<file path="src/rtl/serial_adder.sv">
// Bit-serial adder: one full-adder bit per clock, LSB first, with a registered carry.
// A start in IDLE captures the operands; the result is presented with a one-cycle done pulse.
module serial_adder #(
  parameter int WIDTH = 8
) (
  input  logic             clk,
  input  logic             rst,
  input  logic             start,
  input  logic [WIDTH-1:0] A,
  input  logic [WIDTH-1:0] B,
  input  logic             Cin,
  output logic             busy,
  output logic             done,
  output logic [WIDTH-1:0] S,
  output logic             C
);

  localparam int CW = (WIDTH > 1) ? $clog2(WIDTH) : 1;
  localparam logic [CW-1:0] LAST_IDX = CW'(WIDTH - 1);

  localparam logic [1:0] ST_IDLE  = 2'd0;
  localparam logic [1:0] ST_SHIFT = 2'd1;
  localparam logic [1:0] ST_DONE  = 2'd2;

  logic [1:0]       state_q, state_d;
  logic [CW-1:0]    cnt_q, cnt_d;
  logic [WIDTH-1:0] a_q, a_d;
  logic [WIDTH-1:0] b_q, b_d;
  logic             carry_q, carry_d;
  logic [WIDTH-1:0] sum_q, sum_d;
  logic             c_q, c_d;

  logic a_bit, b_bit, sum_bit, carry_out;

  // Single full adder working on the bit selected by the counter.
  assign a_bit     = a_q[cnt_q];
  assign b_bit     = b_q[cnt_q];
  assign sum_bit   = a_bit ^ b_bit ^ carry_q;
  assign carry_out = (a_bit & b_bit) | (carry_q & (a_bit ^ b_bit));

  always_comb begin
    state_d = state_q;
    cnt_d   = cnt_q;
    a_d     = a_q;
    b_d     = b_q;
    carry_d = carry_q;
    sum_d   = sum_q;
    c_d     = c_q;
    case (state_q)
      ST_IDLE: begin
        if (start) begin
          a_d     = A;
          b_d     = B;
          carry_d = Cin;
          cnt_d   = '0;
          state_d = ST_SHIFT;
        end
      end
      ST_SHIFT: begin
        // Sum bits enter at the MSB so bit 0 lands at position 0 after WIDTH shifts.
        sum_d   = {sum_bit, sum_q[WIDTH-1:1]};
        carry_d = carry_out;
        if (cnt_q == LAST_IDX) begin
          cnt_d   = '0;
          c_d     = carry_out;
          state_d = ST_DONE;
        end else begin
          cnt_d = cnt_q + CW'(1);
        end
      end
      ST_DONE: begin
        state_d = ST_IDLE;
      end
      default: begin
        state_d = ST_IDLE;
      end
    endcase
  end

  always_ff @(posedge clk or posedge rst) begin
    if (rst) begin
      state_q <= ST_IDLE;
      cnt_q   <= '0;
      a_q     <= '0;
      b_q     <= '0;
      carry_q <= 1'b0;
      sum_q   <= '0;
      c_q     <= 1'b0;
    end else begin
      state_q <= state_d;
      cnt_q   <= cnt_d;
      a_q     <= a_d;
      b_q     <= b_d;
      carry_q <= carry_d;
      sum_q   <= sum_d;
      c_q     <= c_d;
    end
  end

  assign busy = (state_q == ST_SHIFT);
  assign done = (state_q == ST_DONE);
  assign S    = sum_q;
  assign C    = c_q;

endmodule

</file>
<file path="config.mk">
export PLATFORM = sky130hd
export DESIGN_NAME = serial_adder
export DESIGN_NICKNAME = d
export VERILOG_FILES = /design/src/rtl/serial_adder.sv
export SDC_FILE = /design/constraint.sdc
export NUM_CORES = 1
export LEC_CHECK = 0
export BUFFER_PORTS_ARGS = -buffer_cell sky130_fd_sc_hd__buf_2
export CAP_MARGIN = 5
export CORE_MARGIN = 1.5
export CORE_UTILIZATION = 52
export CTS_CLUSTER_DIAMETER = 50
export CTS_CLUSTER_SIZE = 14
export DETAILED_ROUTE_END_ITERATION = 7
export HOLD_SLACK_MARGIN = 0.1
export PLACE_DENSITY = 0.73
export SLEW_MARGIN = 20
export SYNTH_ARGS = -nofsm -noshare
export SYNTH_HDL_FRONTEND = slang
export SYNTH_SLANG_ARGS = --single-unit
</file>
<file path="constraint.sdc">
create_clock -name clk -period 2.95 [get_ports clk]
set_input_delay 0.1475 -clock clk [delete_from_list [all_inputs] [get_ports clk]]
set_output_delay 0.1475 -clock clk [all_outputs]
set_load 0.01 [all_outputs]
</file>
# After elaboration in Yosys (flattened, before gate mapping)
# Cells that the tools add are included.
[op_classes]
add_sub_neg = 1
n_lt_le_gt_ge = 1
n_eq_ne = 5
n_mux = 12
bitwise_logic = 5
reduce_logical = 6
[op_table]
columns = ["op", "count"]
rows = [
  ["AND reduction 2 bit", 4],
  ["binary-select mux 1 bit (select 3 bit)", 2],
  ["two-way mux 3 bit", 2],
  ["one-hot mux 3 bit (2 select lines)", 1],
  ["< comparator 3 x 4 -> 1 bit (second input constant)", 1],
  ["two-way mux 2 bit", 2],
  ["one-hot mux 2 bit (2 select lines)", 1],
  ["adder 3 x 1 -> 3 bit (second input constant)", 1],
  ["equality test 3 bit (second input constant)", 1],
  ["two-way mux 1 bit", 3],
  ["bitwise AND 1 bit", 2],
  ["equality test 2 x 1 -> 1 bit (second input constant)", 1],
  ["equality test 2 bit (second input constant)", 1],
  ["zero test 2 bit", 1],
  ["!= test 2 x 1 -> 1 bit (second input constant)", 1],
  ["!= test 2 bit (second input constant)", 1],
  ["one-hot mux 1 bit (2 select lines)", 1],
  ["nonzero test 2 bit", 1],
  ["bitwise XOR 1 bit", 2],
  ["bitwise OR 1 bit", 1],
]
[totals]
reg_bits = 31
input_bits = 20
output_inout_bits = 11
elab_cells = 37

# Longest topological paths before layout
[depth]
word_depth = 6
depth_mapped = 6
ltp_nobuf = 5

# Worst setup path before layout
# OpenSTA, ideal clock, no wires.
[synth_timing]
path_type = "register to register"
start = "register cnt_q[0]"
end = "register carry_q"
setup_ns = 0.126
arrival_ns = 2.069
t_required_ns = 2.824
setup_slack_ns = 0.755
path_stages_with_launch = 7
n_path_buf = 1
period_less_slack_ns = 2.195
cell_sequence = "dfrtp_1 > buf_6 > mux4_1 > mux2_2 > fa_1 > and3b_1 > a221o_1"
[synth_via]
elab_chain_cells = 6
elab_cells_between_ends = 9
cone_classes = "mux: 5; bitwise: 4"
[synth_lines]
columns = ["element", "line_no", "text"]
rows = [
  ["start: declaration", "26", "logic [CW-1:0] cnt_q, cnt_d;"],
  ["start signal: assignment", "91", "cnt_q <= cnt_d;"],
  ["binary-select mux 1 bit (select 3 bit), on equally long branches", "36, 37", ""],
  ["two-way mux 1 bit, on equally long branches", "36, 37", ""],
  ["bitwise XOR 1 bit", "39", "assign carry_out = (a_bit & b_bit) | (carry_q & (a_bit ^ b_bit));"],
  ["bitwise AND 1 bit", "39", ""],
  ["bitwise OR 1 bit (*)", "39", ""],
  ["via carry_out", "33", "logic a_bit, b_bit, sum_bit, carry_out;"],
  ["one-hot mux 1 bit (2 select lines) (*)", "49", "case (state_q)"],
  ["end signal: assignment", "94", "carry_q <= carry_d;"],
  ["end: declaration", "29", "logic carry_q, carry_d;"],
]
# Mark *: on every way through the listed nets, which the timed path passes. The rest lies on a longest branch. The select of a mux whose other input is x is not followed.
# A chain may end at the register's enable or synchronous reset.

# Final worst setup path
# Same ends and word-level chain as after synthesis.

==> reports/qor.yml <==
worst-setup-path-type: "register to register"
power_mw: 1.787
dpl.hpwl_mm: 1.655
synth_cells: 88
relSlewSlack_pct: 57.36
placement.io_buffers: 30
num_vias: 881
synth.avg_cell_area_um2: 15.73
gr-max-usage-layer: "met2"
max_freq_ghz: 0.4276
area_growth_pct: 30.56
synth_xor_xnor_area_share_pct: 0
dieArea_um2: 2980
postLayoutCoreUtil_pct: 72.27
ctsResizeCount: 0
critPathCaptureType: "register"
cts_tree: "yes"
antenna_found_initial: 0
routedWlPerCell_um: 14.51
ff_latch_area_um2: 775.7
cts_buffers: 5
cts.sinks: 31
met3_usage_pct: 6.557
drt_wl_total_mm: 2.481
die_y_um: 54.59
drtIter0Drc: 9
fillCellCount: 176
place_ws_ns: 0.5914
hold_path.class: "input port to register"
layout.nets: 163
ys_seq_area_share_pct: 56.06
grt-ovfl-total: 0
cts_setup_buffers: 0
synth_fa_ha_area_share_pct: 3.255
synth_area_um2: 1384
synth_common_cells: "31 x dfrtp_1, 25 x mux2_1, 4 x inv_1, 4 x mux4_1"
io_pins: 31
synth_top_area_share_pct: 56.06
vias_per_cell: 5.152
synth_top_family_by_area: "multiplexers"
cts_root_buf: "clkbuf_4"
synth_compound_area_share_pct: 3.526
p_per_area_nw_per_um2: 989.1
post-route-drc-count: 0
yosysMostFrequentCell: "dfrtp_1"
yosys_warnings: 0
tns_ns: 0
drv_slew: 0
grt_pass1_wl_mm: 4.091
grt_use_met1_pct: 25.32
synth_area_leaders: "dfrtp_1 56%, mux2_1 20%, mux4_1 7.6%"
grt_use_met2_pct: 32.74
die_x_um: 54.59
async_flop_share_pct: 100.0
htreeDepth: 2
setup_slack_ns: 0.6111
multi_input_area_um2: 568.0
min_period_ns: 2.339
drv_cap: 0
tightest_slew_ns: 0.6369
clk_pin_slew_worst_paths_ns: 0.10
muxShareOfSynthArea_pct: 29.57
start_util_pct: 55.36
n_antenna_cell: 0
grt_max_degree: 32
cp-start-kind: "register"
drive_above_1_share_pct: 31.21
rsz0062_at_grt: "no"
num_rows: 18
core-area_um2: 2500
grt.total_usage_pct: 20.46
synth_simple_gate_area_share_pct: 4.340
hold_buffers: 18
status: "complete, no violations"
clk_path_buf_depth: 2
syn_nets: 111
report.final.setup_viol: 0
ant_nets: 0
synth_seq_cells: 31
ir_drop_uv: 635.3
finClkSkew_ns: 0.01709
ys_types: 20
cp_max_fo: 7
synth_edf_count: 0
place_congestion: 0.7822
clkLatencyLatePin_ns: 0.32
grt_pass1_vias: 892
finalHoldViolations: 0
yosys.area.top_type: "dfrtp_1"
p_leak_nw: 0.8498
critical_path_arrival_ns: 2.55
required_ns: 3.16
drtPass1Iterations: 4
ys.flop_type: "dfrtp_1"
holdWs_ns: 0.2472
fin_crit_sh_pct: 79.28
## sequential cells by signal, indices dropped and copies added, names as in the netlist
register  count
a_q           8
cnt_q         3
carry_q       1
b_q           8
C             1
S             8
state_q       2
## layout make-up
class / instances / area share, %
tap: 30 / 2.078
multi-input combinational: 48 / 31.44
inverter: 5 / 1.039
clock buffer: 8 / 3.809
sequential: 31 / 42.94
timing repair buffer: 49 / 18.70
## logic make-up (layout without fill, tap and decap cells)
group | after synthesis | in the layout
fa+ha+maj | 3 | 3
buf+inv | 9 | 62
compound gates | 6 | 6
mux | 31 | 31
simple gates | 8 | 8
flops | 31 | 31
## cell usage in the layout (no fill, tap or decap), types with 2 or more instances in the layout
cell type	count
dfrtp_1	31
buf_2	30
mux2_1	25
dlygate4sd3_1	18
clkbuf_4	5
mux4_1	4
nand3b_1	3
inv_1	3
o21bai_1	2
inv_2	2
o31ai_1	2
mux2_2	2
ha_1	2
clkbuf_8	2
## path summary, 6_finish.rpt
kind / start / end / slack (ns) / depth (start not counted)
max: cnt_q[0] / carry_q / 0.61 / 5
min: start / cnt_q[0] / 0.25 / 3
max reg2reg: cnt_q[0] / carry_q / 0.61 / 5
min reg2reg: a_q[0] / a_q[0] / 0.49 / 1
max in group asynchronous: rst / a_q[1] / 2.08 / 3
min in group asynchronous: rst / carry_q / 0.45 / 3
## power by group
group / switching, mW / internal [mW]
registers: 0.148 / 0.644
clock network: 0.138 / 0.140
logic: 0.296 / 0.421
total: 0.582 / 1.21
## per-layer routing
| metal | up-vias | part of all wire (%) |
|---|---|---|
| met4 | 0 | 1.2 |
| li1 | 425 | - |
| met3 | 4 | 3.7 |
| met2 | 24 | 51 |
| met5 | - | 0 |
| met1 | 428 | 44 |
## stage by stage
stage               std cells  instance area (µm²)
floorplan                  88                 1384
global placement          145                 1558
detailed placement        145                 1558
CTS                       171                 1807
global route              171                 1807
finish                    171                 1807
## critical path: stages, from the launching register on
cell,delay [ns]
dfrtp_1,0.51
mux4_1,0.59
mux2_2,0.29
fa_1,0.40
and3b_1,0.19
a221o_1,0.26
Power figures use the tool's default switching activity.
